--- src/rtl/merge2_bridge_pkg.sv ---
// Shared widths and word type for the merge2 drive/free FIFO bridge.
package merge2_bridge_pkg;

  localparam int unsigned BRIDGE_DATA_WIDTH = 32;
  localparam int unsigned BRIDGE_DEPTH      = 4;
  localparam int unsigned BRIDGE_WORD_W     = 2 * BRIDGE_DATA_WIDTH;
  localparam int unsigned BRIDGE_PTR_W      = $clog2(BRIDGE_DEPTH);
  localparam int unsigned BRIDGE_CNT_W      = BRIDGE_PTR_W + 1;

  // Merged {lane1,lane0} word at the default lane width
  typedef logic [BRIDGE_WORD_W-1:0] word_t;

  // Pointer width for a power-of-two depth
  function automatic int unsigned calc_ptr_w(input int unsigned depth);
    return $clog2(depth);
  endfunction

  // Occupancy width: one extra bit so a full FIFO reads as DEPTH
  function automatic int unsigned calc_cnt_w(input int unsigned depth);
    return $clog2(depth) + 1;
  endfunction

endpackage

--- src/rtl/merge2_drive_fifo_bridge_sync_fifo_core.sv ---
// Single-clock FIFO core with registered count-based full/empty flags.
module sync_fifo_core
  import merge2_bridge_pkg::*;
#(
  parameter int unsigned WIDTH = BRIDGE_WORD_W,
  parameter int unsigned DEPTH = BRIDGE_DEPTH,
  localparam int unsigned PTR_W = calc_ptr_w(DEPTH),
  localparam int unsigned CNT_W = calc_cnt_w(DEPTH)
) (
  input  logic             clk,
  input  logic             rst,
  input  logic             i_wr_en,
  input  logic [WIDTH-1:0] i_wr_data,
  input  logic             i_rd_en,
  output logic [WIDTH-1:0] o_rd_data,
  output logic [CNT_W-1:0] o_count,
  output logic             o_full,
  output logic             o_empty
);

  logic [WIDTH-1:0] r_mem [DEPTH];
  logic [PTR_W-1:0] r_wr_ptr;
  logic [PTR_W-1:0] r_rd_ptr;
  logic [CNT_W-1:0] r_count;
  logic             r_full;
  logic             r_empty;

  logic             w_wr;
  logic             w_rd;
  logic [CNT_W-1:0] w_count_next;

  assign w_wr = i_wr_en & ~r_full;
  assign w_rd = i_rd_en & ~r_empty;

  // Occupancy after this edge's write/read
  always_comb begin
    w_count_next = r_count;
    unique case ({w_wr, w_rd})
      2'b10:   w_count_next = r_count + CNT_W'(1);
      2'b01:   w_count_next = r_count - CNT_W'(1);
      default: w_count_next = r_count;
    endcase
  end

  // Storage, pointers, count and flags; storage cleared so the head reads zero after reset
  always_ff @(posedge clk) begin
    if (rst) begin
      for (int unsigned i = 0; i < DEPTH; i++) r_mem[i] <= '0;
      r_wr_ptr <= '0;
      r_rd_ptr <= '0;
      r_count  <= '0;
      r_full   <= 1'b0;
      r_empty  <= 1'b1;
    end else begin
      if (w_wr) begin
        r_mem[r_wr_ptr] <= i_wr_data;
        r_wr_ptr        <= r_wr_ptr + PTR_W'(1);
      end
      if (w_rd) r_rd_ptr <= r_rd_ptr + PTR_W'(1);
      r_count <= w_count_next;
      r_full  <= (w_count_next == CNT_W'(DEPTH));
      r_empty <= (w_count_next == '0);
    end
  end

  assign o_rd_data = r_mem[r_rd_ptr];
  assign o_count   = r_count;
  assign o_full    = r_full;
  assign o_empty   = r_empty;

endmodule

--- src/rtl/merge2_drive_fifo_bridge.sv ---
// Drive/free wait-merge to valid/ready bridge: captures each drive edge's word,
// stores it in a FIFO and returns a one-cycle free pulse once it is written.
// Optional: define MERGE2_BRIDGE_DRIVE_SYNC_EN to pass i_drive through a
// two-flop synchroniser before edge detection.
module merge2_drive_fifo_bridge
  import merge2_bridge_pkg::*;
#(
  parameter int unsigned DATA_WIDTH = BRIDGE_DATA_WIDTH,
  parameter int unsigned DEPTH      = BRIDGE_DEPTH,
  localparam int unsigned WORD_W    = 2 * DATA_WIDTH,
  localparam int unsigned CNT_W     = calc_cnt_w(DEPTH)
) (
  input  logic              clk,
  input  logic              rst,
  input  logic              i_drive,
  output logic              o_free,
  input  logic [WORD_W-1:0] i_data,
  output logic              o_valid,
  input  logic              i_ready,
  output logic [WORD_W-1:0] o_data,
  output logic [CNT_W-1:0]  o_count,
  output logic              o_err_overrun
);

  logic              w_drv_s;
  logic              w_drive_edge;
  logic              w_write;
  logic              w_accept;
  logic              w_overrun;
  logic              w_full;
  logic              w_empty;

  logic              r_drv_prev;
  logic              r_pending;
  logic [WORD_W-1:0] r_hold;
  logic              r_free;
  logic              r_err;

`ifdef MERGE2_BRIDGE_DRIVE_SYNC_EN
  logic r_sync1;
  logic r_sync2;

  // Two-flop synchroniser; resets high so a drive held across reset is not an edge
  always_ff @(posedge clk) begin
    if (rst) begin
      r_sync1 <= 1'b1;
      r_sync2 <= 1'b1;
    end else begin
      r_sync1 <= i_drive;
      r_sync2 <= r_sync1;
    end
  end

  assign w_drv_s = r_sync2;
`else
  assign w_drv_s = i_drive;
`endif

  assign w_drive_edge = w_drv_s & ~r_drv_prev;
  // Held word drains only into a slot that was free before this edge
  assign w_write      = r_pending & ~w_full;
  // A new edge is accepted when nothing is held or the held word leaves this edge
  assign w_accept     = w_drive_edge & (~r_pending | w_write);
  assign w_overrun    = w_drive_edge & r_pending & ~w_write;

  // Edge history, hold register, pending flag, free pulse and sticky overrun
  always_ff @(posedge clk) begin
    if (rst) begin
      r_drv_prev <= 1'b1;
      r_pending  <= 1'b0;
      r_hold     <= '0;
      r_free     <= 1'b0;
      r_err      <= 1'b0;
    end else begin
      r_drv_prev <= w_drv_s;
      r_free     <= w_write;
      r_pending  <= w_accept | (r_pending & ~w_write);
      if (w_accept)  r_hold <= i_data;
      if (w_overrun) r_err  <= 1'b1;
    end
  end

  sync_fifo_core #(
    .WIDTH (WORD_W),
    .DEPTH (DEPTH)
  ) u_fifo (
    .clk       (clk),
    .rst       (rst),
    .i_wr_en   (w_write),
    .i_wr_data (r_hold),
    .i_rd_en   (i_ready),
    .o_rd_data (o_data),
    .o_count   (o_count),
    .o_full    (w_full),
    .o_empty   (w_empty)
  );

  assign o_free        = r_free;
  assign o_valid       = ~w_empty;
  assign o_err_overrun = r_err;

endmodule

--- config.mk ---
export PLATFORM = sky130hd
export DESIGN_NAME = merge2_drive_fifo_bridge
export DESIGN_NICKNAME = d
export VERILOG_FILES = /design/src/rtl/merge2_bridge_pkg.sv /design/src/rtl/merge2_drive_fifo_bridge_sync_fifo_core.sv /design/src/rtl/merge2_drive_fifo_bridge.sv
export SDC_FILE = /design/constraint.sdc
export NUM_CORES = 1
export LEC_CHECK = 0
export BUFFER_PORTS_ARGS = -buffer_cell sky130_fd_sc_hd__buf_4
export CAP_MARGIN = 40
export CORE_ASPECT_RATIO = 1.75
export CORE_MARGIN = 5
export CORE_UTILIZATION = 60
export DETAILED_ROUTE_END_ITERATION = 10
export GPL_ROUTABILITY_DRIVEN = 0
export PLACE_DENSITY = 0.9
export SLEW_MARGIN = 20
export SYNTH_ARGS = -nofsm -noshare
export SYNTH_HDL_FRONTEND = slang
export SYNTH_SLANG_ARGS = --single-unit
--- constraint.sdc ---
create_clock -name clk -period 10.55 [get_ports clk]
set_input_delay 1.055 -clock clk [delete_from_list [all_inputs] [get_ports clk]]
set_output_delay 1.055 -clock clk [all_outputs]
set_load 0.05 [all_outputs]
==> reports/qor.yml, run 1 <==
power.leakage_nw: 5.95
leftover_overflow_at_the_end_of_global_routing: 0
tns_ps: 0
netlist-cell-type-count: 34
numCtsBuffers: 28
placementRows: 74
yosys_register_bits: 335
hold_start: "o_err_overrun"
post-route-drc-count: 0
clock_sink_count: 335
detailedRoute.firstIterationViolations: 735
grt_pass1_wl_um: 48600
highest_layer: "met4"
clock_insertion_delay_worst_skew_ps: 540
maxSlewViolCount: 0
worst_ep_arrival_time_ps: 2810
routedWlPerCell_um: 22.4
max_clk_rate_mhz: 259
critPathKind: "reg -> out"
cp-start-kind: "flip-flop"
first_pass_iters: 6
synthToLayoutAreaGrowth_pct: 16.4
maxSlewHeadroom_pct: 47.6
design.final.nets: 1152
grt.total_usage_pct: 23.7
post_cts_buffers: 0
worst-endpoint-required_ps: 9500
synth-warning-count: 0
antenna_violating_nets_post_route: 0
initial_utilization_pct: 60.4
ioPinCount: 138
place.port_buffers: 137
met1Wirelength_um: 11200
run_status: "complete, no violations"
ctsLongestPathBuffers: 3
drive_gt1_share_pct: 25.4
chipHeight_um: 212
fraction_of_the_yosys_area_taken_by_sequential_cells_pct: 66.3
clock-root-buffer: "sky130_fd_sc_hd__clkbuf_16"
h-tree-depth: 1
finalPower_mw: 2.77
critical_path.reg2reg.startpoint: "r_pending"
route.met2.wl_um: 17500
clock_slew_seen_by_the_registers_of_the_worst_setup_and_hold_paths_ps: 70
grt_setup_unrepaired: "false"
vdd_ir_drop_max_mv: 0.149
coreArea_um2: 23100
antenna_cells: 0
met3RoutedLength_um: 1620
floorplan.die_area_um2: 26600
pin_count_of_the_biggest_net_entering_global_routing: 66
timing.final.crit_share_pct: 36.6
hold_violations: 0
worst_slew_pin_slew_ps: 786
netlist_instances: 975
synth_area_per_cell_um2: 14.3
timing.critical_path.to_type: "output port"
routed_wirelength_um: 31500
clock_tree_from_tritoncts: "built"
fin_skew_ps: 9.46
most_frequent_cells_in_the_layout: "sky130_fd_sc_hd__and2_1, sky130_fd_sc_hd__edfxtp_1, sky130_fd_sc_hd__buf_4"
p_per_area_nw_per_um2: 170
hpwlAfterDp_um: 18100
postCtsResizedCells: 0
vias_per_cell: 5.91
die_w_um: 125
synth.cell_area_um2: 14000
first_global_vias: 8698
hold_buffers: 0
antenna_found_initial: 0
setup_viol_count_final: 0
finalCriticalPeriod_ps: 3860
syn_nets: 1045
cap_viol_max_count: 0
min_delay_worst_type: "reg -> reg"
path_max_fanout: 27
routed-via-count: 8310
logic make-up (layout without fill, tap and decap cells):
group	Yosys count	after routing	synth area share [%]
adder cells (fa/ha/maj)	2	2	0.233
AND/OR/NAND/NOR	347	347	15.0
buffers and inverters	83	210	2.75
XOR/XNOR	6	6	0.376
AO/OA/AOI/OAI	137	137	5.02
flip-flops	335	335	66.3
multiplexers	65	65	10.4
power breakdown:
part	internal (mW)	total (mW)	switching, mW
Clock	0.539	1.00	0.462
Combinational	0.106	0.281	0.176
Sequential	1.46	1.49	0.0273
Total	2.11	2.77	0.665
state kept, by name (all words and copies together) (netlist names), named ones only:
register         count
u_fifo.o_count       3
u_fifo.r_rd_ptr      2
r_pending            1
u_fifo.r_wr_ptr      2
r_drv_prev           1
u_fifo.r_mem       256
u_fifo.o_empty       1
r_hold              64
u_fifo.o_full        1
o_err_overrun        1
o_free               1
metal layers:
| layer | track usage [%] | up-vias |
|---|---|---|
| li1 | - | 3774 |
| met1 | 27.9 | 4185 |
| met2 | 43.5 | 289 |
| met3 | 3.09 | 62 |
| met4 | 10.3 | 0 |
| met5 | 0 | - |
cell usage after synthesis:
library cell / number / area, um2
sky130_fd_sc_hd__inv_1: 5 / 18.8
sky130_fd_sc_hd__o221a_2: 1 / 11.3
sky130_fd_sc_hd__and2_1: 257 / 1610
sky130_fd_sc_hd__mux4_2: 64 / 1440
sky130_fd_sc_hd__nand2_1: 1 / 3.75
sky130_fd_sc_hd__nand3_1: 64 / 320
sky130_fd_sc_hd__xnor2_1: 4 / 35.0
sky130_fd_sc_hd__nand3b_1: 2 / 15.0
sky130_fd_sc_hd__clkbuf_2: 19 / 95.1
sky130_fd_sc_hd__fa_1: 1 / 20.0
sky130_fd_sc_hd__o31ai_1: 2 / 15.0
sky130_fd_sc_hd__nand2b_1: 1 / 6.26
sky130_fd_sc_hd__mux2i_1: 1 / 10.0
sky130_fd_sc_hd__buf_2: 7 / 35.0
sky130_fd_sc_hd__or3b_4: 1 / 11.3
sky130_fd_sc_hd__nor3_1: 1 / 5.00
sky130_fd_sc_hd__edfxtp_1: 256 / 7690
sky130_fd_sc_hd__nor2_1: 10 / 37.5
sky130_fd_sc_hd__buf_6: 5 / 56.3
sky130_fd_sc_hd__clkbuf_1: 44 / 165
sky130_fd_sc_hd__o21a_1: 2 / 15.0
sky130_fd_sc_hd__nor2b_1: 3 / 18.8
sky130_fd_sc_hd__ha_1: 1 / 12.5
sky130_fd_sc_hd__buf_1: 1 / 3.75
sky130_fd_sc_hd__nor3_2: 1 / 10.0
sky130_fd_sc_hd__nor3b_1: 2 / 15.0
sky130_fd_sc_hd__o21ai_0: 66 / 330
sky130_fd_sc_hd__dfxtp_1: 79 / 1580
sky130_fd_sc_hd__a21oi_1: 66 / 330
sky130_fd_sc_hd__or2_2: 2 / 12.5
sky130_fd_sc_hd__xor2_1: 2 / 17.5
sky130_fd_sc_hd__buf_4: 1 / 7.51
sky130_fd_sc_hd__nor3_4: 2 / 32.5
sky130_fd_sc_hd__inv_2: 1 / 3.75
stage by stage:
step                      cells  utilization (%)  hold WS (ps)  instance area [um2]  setup slack [ps]
after global placement     1347             65.5           457                15200              6430
after floorplan             975                -           472                14000              4620
after detailed placement   1356             66.5           465                15400              6690
after CTS                  1406             70.3           485                16300              6600
after global routing       1406             70.3           530                16300              6510
final                      1406             70.3           492                16300              6690
critical path: stages (launching register included):
cell and delay (ps):
sky130_fd_sc_hd__dfxtp_4 690, sky130_fd_sc_hd__buf_4 440, sky130_fd_sc_hd__buf_16 280, sky130_fd_sc_hd__mux4_2 590, sky130_fd_sc_hd__buf_4 220
final timing paths:
path                              to  slack, ps  cells after the start
hold reg to reg        o_err_overrun        490                      2
setup / recovery          o_data[13]       6690                      4
hold / removal         o_err_overrun        490                      2
setup reg to reg  u_fifo.r_mem[0][3]       7810                      5
cell type report:
type,count,area [um2]
inverters,6,22.5
clock buffers,34,754
multi-input cells,557,4400
clock inverters,16,131
repair buffers,154,1310
flip-flops and latches,335,9280
well taps,304,380
fillers,1540,6860
No activity file was read; power rests on OpenSTA's default activity.
==> inputs of run 2 (changes only) <==
--- a/config.mk
+++ b/config.mk
@@ -9,10 +9,10 @@
 export CAP_MARGIN = 40
 export CORE_ASPECT_RATIO = 1.75
 export CORE_MARGIN = 5
-export CORE_UTILIZATION = 60
+export CORE_UTILIZATION = 59
 export DETAILED_ROUTE_END_ITERATION = 10
 export GPL_ROUTABILITY_DRIVEN = 0
-export PLACE_DENSITY = 0.9
+export PLACE_DENSITY = 0.89
 export SLEW_MARGIN = 20
 export SYNTH_ARGS = -nofsm -noshare
 export SYNTH_HDL_FRONTEND = slang
==> constraint.sdc (replaced) <==
create_clock -name clk -period 3.9 [get_ports clk]
set_input_delay 0.39 -clock clk [delete_from_list [all_inputs] [get_ports clk]]
set_output_delay 0.39 -clock clk [all_outputs]
set_load 0.05 [all_outputs]
==> run 2 against run 1 <==
  * Sequential power rose to 2.7 times the previous value
  * Register-to-register slack worse by 6400 ps
  * First-iteration DRC count down 8.0%
  * Die area up 1.6%
  * Global-route usage up 0.51 points
  * Non-clock buffer count up 2
==> reports/qor.yml, run 2 (synthesis results as in run 1) <==
run_status: "complete, no violations"
pin_count_of_the_biggest_net_entering_global_routing: 65  # -1.5%
coreArea_um2: 23300  # +0.80%
cp-start-kind: "flip-flop"
largest_register_ff_count: 256  # unchanged
h-tree-depth: 1  # unchanged
grt.busiest_layer: "met2"
worst-r2r-setup-slack_ps: 1440  # -6370 ps
grt_util_met2_pct: 43.7  # +0.14 points
power.share.sequential_pct: 53.5  # -0.2 points
post_cts_buffers: 0  # unchanged
regToRegEndpoint: "u_fifo.r_mem[3][50]"
cap_viol_max_count: 0  # unchanged
post-route-drc-count: 0  # unchanged
timing.final.crit_share_pct: 75.5
power.leakage_nw: 5.91  # -0.52%
numCtsBuffers: 27  # -3.6%
fin_skew_ps: 28.2  # +18.8 ps
clock_tree_from_tritoncts: "built"
max_flop_register: "u_fifo.r_mem"
initial_utilization_pct: 60.0  # -0.48 points
gr-usage-met1_pct: 28.1  # +0.27 points
routed-via-count: 8412  # +1.2%
antenna_violating_nets_post_route: 0  # unchanged
vdd_ir_drop_max_mv: 0.422  # +180%
min_delay_worst_type: "in -> reg"
first_pass_iters: 8  # +2
place.port_buffers: 137  # unchanged
worst-r2r-cell-count: 3  # -2
hold_violations: 0  # unchanged
clock_power_share_pct: 36.6  # +0.5 points
vias_per_cell: 5.97  # +1.1%
clock_sink_count: 335  # unchanged
design.final.nets: 1153  # +0.087%
critical_path.reg2reg.startpoint: "u_fifo.r_wr_ptr[0]"
die_w_um: 126  # +0.78%
final_area_um2: 16200  # -0.25%
routed_wirelength_um: 32500  # +3.1%
fin_util_pct: 69.6  # -0.73 points
switching_power_mw: 1.80  # +170%
finalCriticalPeriod_ps: 2940
most_frequent_cells_in_the_layout: "sky130_fd_sc_hd__and2_1, sky130_fd_sc_hd__edfxtp_1, sky130_fd_sc_hd__buf_4"
grt.total_usage_pct: 24.2  # +0.51 points
clock-root-buffer: "sky130_fd_sc_hd__clkbuf_16"
worst_ep_arrival_time_ps: 2550  # -260 ps
ioPinCount: 138  # unchanged
floorplan.die_area_um2: 27000  # +1.6%
leftover_overflow_at_the_end_of_global_routing: 0  # unchanged
hold_start: "i_drive"
antenna_cells: 0  # unchanged
detailedRoute.firstIterationViolations: 676  # -8.0%
worst-endpoint-required_ps: 3510  # -5990 ps
first_global_vias: 8979  # +3.2%
maxSlewHeadroom_pct: 43.9  # -3.8 points
hpwlAfterDp_um: 18900  # +4.3%
clock_insertion_delay_worst_skew_ps: 570  # +30 ps
timing.critical_path.to_type: "output port"
grt_pass1_wl_um: 50200  # +3.2%
globalRouteMet3Util_pct: 3.19  # +0.098 points
chipHeight_um: 214  # +0.80%
p_per_area_nw_per_um2: 463  # +170%
placementRows: 74  # unchanged
path_max_fanout: 37  # +37%
drive_gt1_share_pct: 25.1  # -0.32 points
min_delay_worst_endpoint: "r_drv_prev"
synthToLayoutAreaGrowth_pct: 16.1
antenna_found_initial: 0  # unchanged
maxSlewViolCount: 0  # unchanged
clock_slew_seen_by_the_registers_of_the_worst_setup_and_hold_paths_ps: 60  # about the same
power.share.switching_pct: 23.9  # -0.10 points
worst_slew_pin_slew_ps: 842  # +56.4 ps
setup_viol_count_final: 0  # unchanged
routedWlPerCell_um: 23.1  # +2.9%
pwr-share-comb_pct: 9.9  # -0.3 points
grt_setup_unrepaired: "false"
internal_power_mw: 5.73  # +170%
timing.hold.worst_path_depth: 2  # unchanged
dpl_cell_area_um2: 15400  # -0.20%
hold_buffers: 0  # unchanged
critPathKind: "reg -> out"
ctsLongestPathBuffers: 3  # unchanged
postCtsResizedCells: 0  # unchanged
max_clk_rate_mhz: 340
[run 2: worst max-delay path, stage by stage (launching register included)]
cell and delay [ps]:
sky130_fd_sc_hd__dfxtp_4 730, sky130_fd_sc_hd__buf_12 380, sky130_fd_sc_hd__mux4_2 610, sky130_fd_sc_hd__buf_4 220
[run 2: final cells by class]
class | instances | area, um2
multi-input combinational | 557 | 4390
fill | 1490 | 7090
clock buffer | 34 | 712
inverter | 6 | 22.5
timing repair buffer | 156 | 1290
tap | 304 | 380
sequential | 335 | 9280
clock inverter | 16 | 165
[run 2: worst max path at each step]
stage | end | slack (ps) | depth (start not counted)
2_1_floorplan | u_fifo.r_mem[1][0] | -110 | 2
3_3_place_gp | u_fifo.r_mem[1][28] | 1440 | 5
3_5_place_dp | u_fifo.r_mem[1][10] | 1390 | 5
4_1_cts | o_data[50] | 900 | 3
5_1_grt | o_data[47] | 820 | 3
6_report | o_data[47] | 960 | 3
[run 2: metrics by stage]
stage | TNS, ps | worst slack, ps | total power, mW | cells | hold WS [ps]
after floorplan | -15940 | -113 | 4.58 | 975 | 472
after global placement | 0 | 1440 | 4.83 | 1355 | 454
after detailed placement | 0 | 1390 | 4.85 | 1358 | 465
after CTS | 0 | 897 | 7.56 | 1408 | 36.1
after global routing | 0 | 817 | 7.74 | 1408 | 55.1
final | 0 | 955 | 7.53 | 1408 | 61.9
[run 2: metal layers]
metal / share of wire (%) / vias up
met1: 34 / 4174
met3: 6.9 / 87
li1: - / 3766
met4: 4.8 / 0
met2: 54 / 385
met5: 0 / -
[run 2: power groups by stage]
stage / clock network, mW / logic (mW) / registers, mW
after floorplan: 0 / 0.499 / 4.08
after global placement: 0 / 0.739 / 4.10
after detailed placement: 0 / 0.747 / 4.10
after CTS: 2.78 / 0.753 / 4.03
after global routing: 2.92 / 0.781 / 4.04
final: 2.75 / 0.747 / 4.03
==> inputs of run 3 (changes only) <==
==> constraint.sdc (replaced) <==
create_clock -name clk -period 2.8 [get_ports clk]
set_input_delay 0.28 -clock clk [delete_from_list [all_inputs] [get_ports clk]]
set_output_delay 0.28 -clock clk [all_outputs]
set_load 0.05 [all_outputs]
==> run 3 against run 2 <==
  * Via count is 3.5% higher
  * Register-to-register slack worse by 980 ps
  * Combinational power is 47% higher
  * Critical path depth stayed put
  * Clock-buffer cell count is 2 higher
  * Largest cell class unchanged
  * Routed wire length is 1.8% higher
  * Largest power group unchanged
  * Sequential share of layout area is 0.79 points lower
==> reports/qor.yml, run 3 (synthesis results as in run 1) <==
run_status: "complete, no violations"
chipHeight_um: 214  # unchanged
power.share.sequential_pct: 54.3  # +0.8 points
clock_insertion_delay_worst_skew_ps: 550  # -20 ps
clock-root-buffer: "sky130_fd_sc_hd__clkbuf_16"
min_delay_worst_endpoint: "r_hold[48]"
cp-start-kind: "flip-flop"
routed_wirelength_um: 33100  # +1.8%
drive_gt1_share_pct: 25.2  # +0.13 points
critPathKind: "reg -> out"
cap_viol_max_count: 0  # unchanged
floorplan.die_area_um2: 27000  # unchanged
die_w_um: 126  # unchanged
worst-r2r-setup-slack_ps: 460  # -980 ps
hpwlAfterDp_um: 20300  # +7.4%
coreArea_um2: 23300  # unchanged
worst_ep_arrival_time_ps: 2230  # -320 ps
maxSlewHeadroom_pct: 59.4  # +16 points
max_flop_register: "u_fifo.r_mem"
routedWlPerCell_um: 22.9  # -0.85%
tns_ps: 0  # unchanged
design.final.nets: 1191  # +3.3%
power.leakage_nw: 6.03  # +2.0%
first_pass_iters: 5  # -3
antenna_violating_nets_post_route: 0  # unchanged
pwr-share-comb_pct: 10.7  # +0.8 points
grt_setup_unrepaired: "false"
largest_register_ff_count: 256  # unchanged
critical_path.reg2reg.startpoint: "r_pending"
internal_power_mw: 7.82  # +37%
numCtsBuffers: 27  # unchanged
timing.final.crit_share_pct: 89.8
finalCriticalPeriod_ps: 2510
routed-via-count: 8705  # +3.5%
regToRegEndpoint: "u_fifo.o_empty"
setup_viol_count_final: 0  # unchanged
worstPathBufferInverterCount: 2  # unchanged
vdd_ir_drop_max_mv: 0.468  # +11%
antenna_cells: 0  # unchanged
worst-endpoint-required_ps: 2520  # -990 ps
timing.critical_path.to_type: "output port"
min_delay_worst_type: "in -> reg"
switching_power_mw: 2.47  # +37%
timing.hold.worst_path_depth: 3  # +1
finalHoldWorstSlack_ps: 11.3  # -50.6 ps
path_delay_family: "buffers and inverters"
antenna_found_initial: 0  # unchanged
hold_violations: 0  # unchanged
max_clk_rate_mhz: 398
detailedRoute.firstIterationViolations: 761  # +13%
path_max_fanout: 64  # +73%
grt.total_usage_pct: 24.8  # +0.57 points
cpPeakStageDelay_ps: 650  # -80 ps
grt_pass1_wl_um: 51600  # +2.7%
fin_skew_ps: 12.7  # -15.6 ps
pin_count_of_the_biggest_net_entering_global_routing: 65  # unchanged
ctsLongestPathBuffers: 3  # unchanged
clock_tree_from_tritoncts: "built"
p_per_area_nw_per_um2: 625  # +35%
cell_with_the_biggest_individual_delay_on_the_critical_path: "sky130_fd_sc_hd__mux4_2"
initial_utilization_pct: 60.0  # unchanged
placementRows: 74  # unchanged
hold_start: "i_data[48]"
clock_sink_count: 335  # unchanged
h-tree-depth: 1  # unchanged
post-route-drc-count: 0  # unchanged
fin_util_pct: 70.6  # +0.98 points
worst-r2r-cell-count: 7  # +4
place.port_buffers: 137  # unchanged
synthToLayoutAreaGrowth_pct: 17.8
timing.critical_path.cells: "buf_12 > mux4_2 > buf_4"
leftover_overflow_at_the_end_of_global_routing: 0  # unchanged
most_frequent_cells_in_the_layout: "sky130_fd_sc_hd__and2_1, sky130_fd_sc_hd__edfxtp_1, sky130_fd_sc_hd__buf_4"
clock_power_share_pct: 35.0  # -1.6 points
worst_slew_pin_slew_ps: 607  # -235 ps
ioPinCount: 138  # unchanged
vias_per_cell: 6.02  # +0.76%
clock_slew_seen_by_the_registers_of_the_worst_setup_and_hold_paths_ps: 70  # about the same
first_global_vias: 9227  # +2.8%
power.share.switching_pct: 24.0  # +0.11 points
maxSlewViolCount: 0  # unchanged
[run 3: changes by cell type in the layout (fill, tap and decap cells not counted), sizes merged]
cell / previous run / this run
buf: 156 / 169
inv: 8 / 7
dlygate4sd3: 0 / 25
bufinv: 3 / 1
clkinv: 9 / 10
clkbuf: 34 / 36
[run 3: repair_timing]
item	CTS	global route
endpoints found under the hold margin	25	0
resized for setup	0	0
hold buffers	25	0
setup buffers	0	0
[run 3: power by group through the flow]
stage               Clock [mW]  Sequential [mW]  Combinational, mW
floorplan                    0             5.68              0.695
global placement             0             5.68               1.06
detailed placement           0             5.70               1.07
CTS                       3.63             5.59               1.11
global route              3.84             5.60               1.15
finish                    3.60             5.59               1.10
[run 3: routing by layer]
| metal | GRT usage [%] | vias up | wire length, um |
|---|---|---|---|
| li1 | - | 3840 | - |
| met1 | 29.5 | 4373 | 11200 |
| met2 | 44.6 | 407 | 18000 |
| met3 | 3.32 | 85 | 2320 |
| met4 | 12.0 | 0 | 1530 |
| met5 | 0 | - | 0 |
[run 3: worst max path at each step]
| stage | slack [ps] | endpoint | cells after the start | start |
|---|---|---|---|---|
| 6_report | 290 | o_data[16] | 3 | flip-flop |
| 2_1_floorplan | -1210 | u_fifo.r_mem[1][0] | 2 | u_fifo.r_wr_ptr[0] |
| 4_1_cts | 250 | o_data[16] | 3 | flip-flop |
| 3_5_place_dp | 500 | u_fifo.o_empty | 7 | r_pending |
| 5_1_grt | 190 | o_data[16] | 3 | flip-flop |
| 3_3_place_gp | 620 | u_fifo.r_mem[0][10] | 5 | rst |
[run 3: worst reg2reg max path, stage by stage, from the launching register on]
cell and delay, ps:
sky130_fd_sc_hd__dfxtp_1 410, sky130_fd_sc_hd__nor2b_1 260, sky130_fd_sc_hd__inv_1 180, sky130_fd_sc_hd__ha_1 280, sky130_fd_sc_hd__fa_1 470, sky130_fd_sc_hd__nor3b_1 290, sky130_fd_sc_hd__nor2_1 80, sky130_fd_sc_hd__o31ai_1 250
[run 3: per-stage QoR]
step                      worst slack, ps  cells  cell area, um2  power (mW)
after floorplan                     -1210    975           14000        6.38
after global placement                623   1370           15400        6.74
after detailed placement              503   1370           15400        6.77
after CTS                             252   1445           16500        10.3
after global routing                  192   1446           16500        10.6
final                                 286   1446           16500        10.3
[run 3: cell type report]
type	instances	area, um2
Clock inverter	14	98.8
Multi-Input combinational cell	557	4390
Fill cell	1474	6860
Timing Repair Buffer	194	1580
Sequential cell	335	9280
Clock buffer	36	719
Inverter	6	22.5
Tap cell	304	380
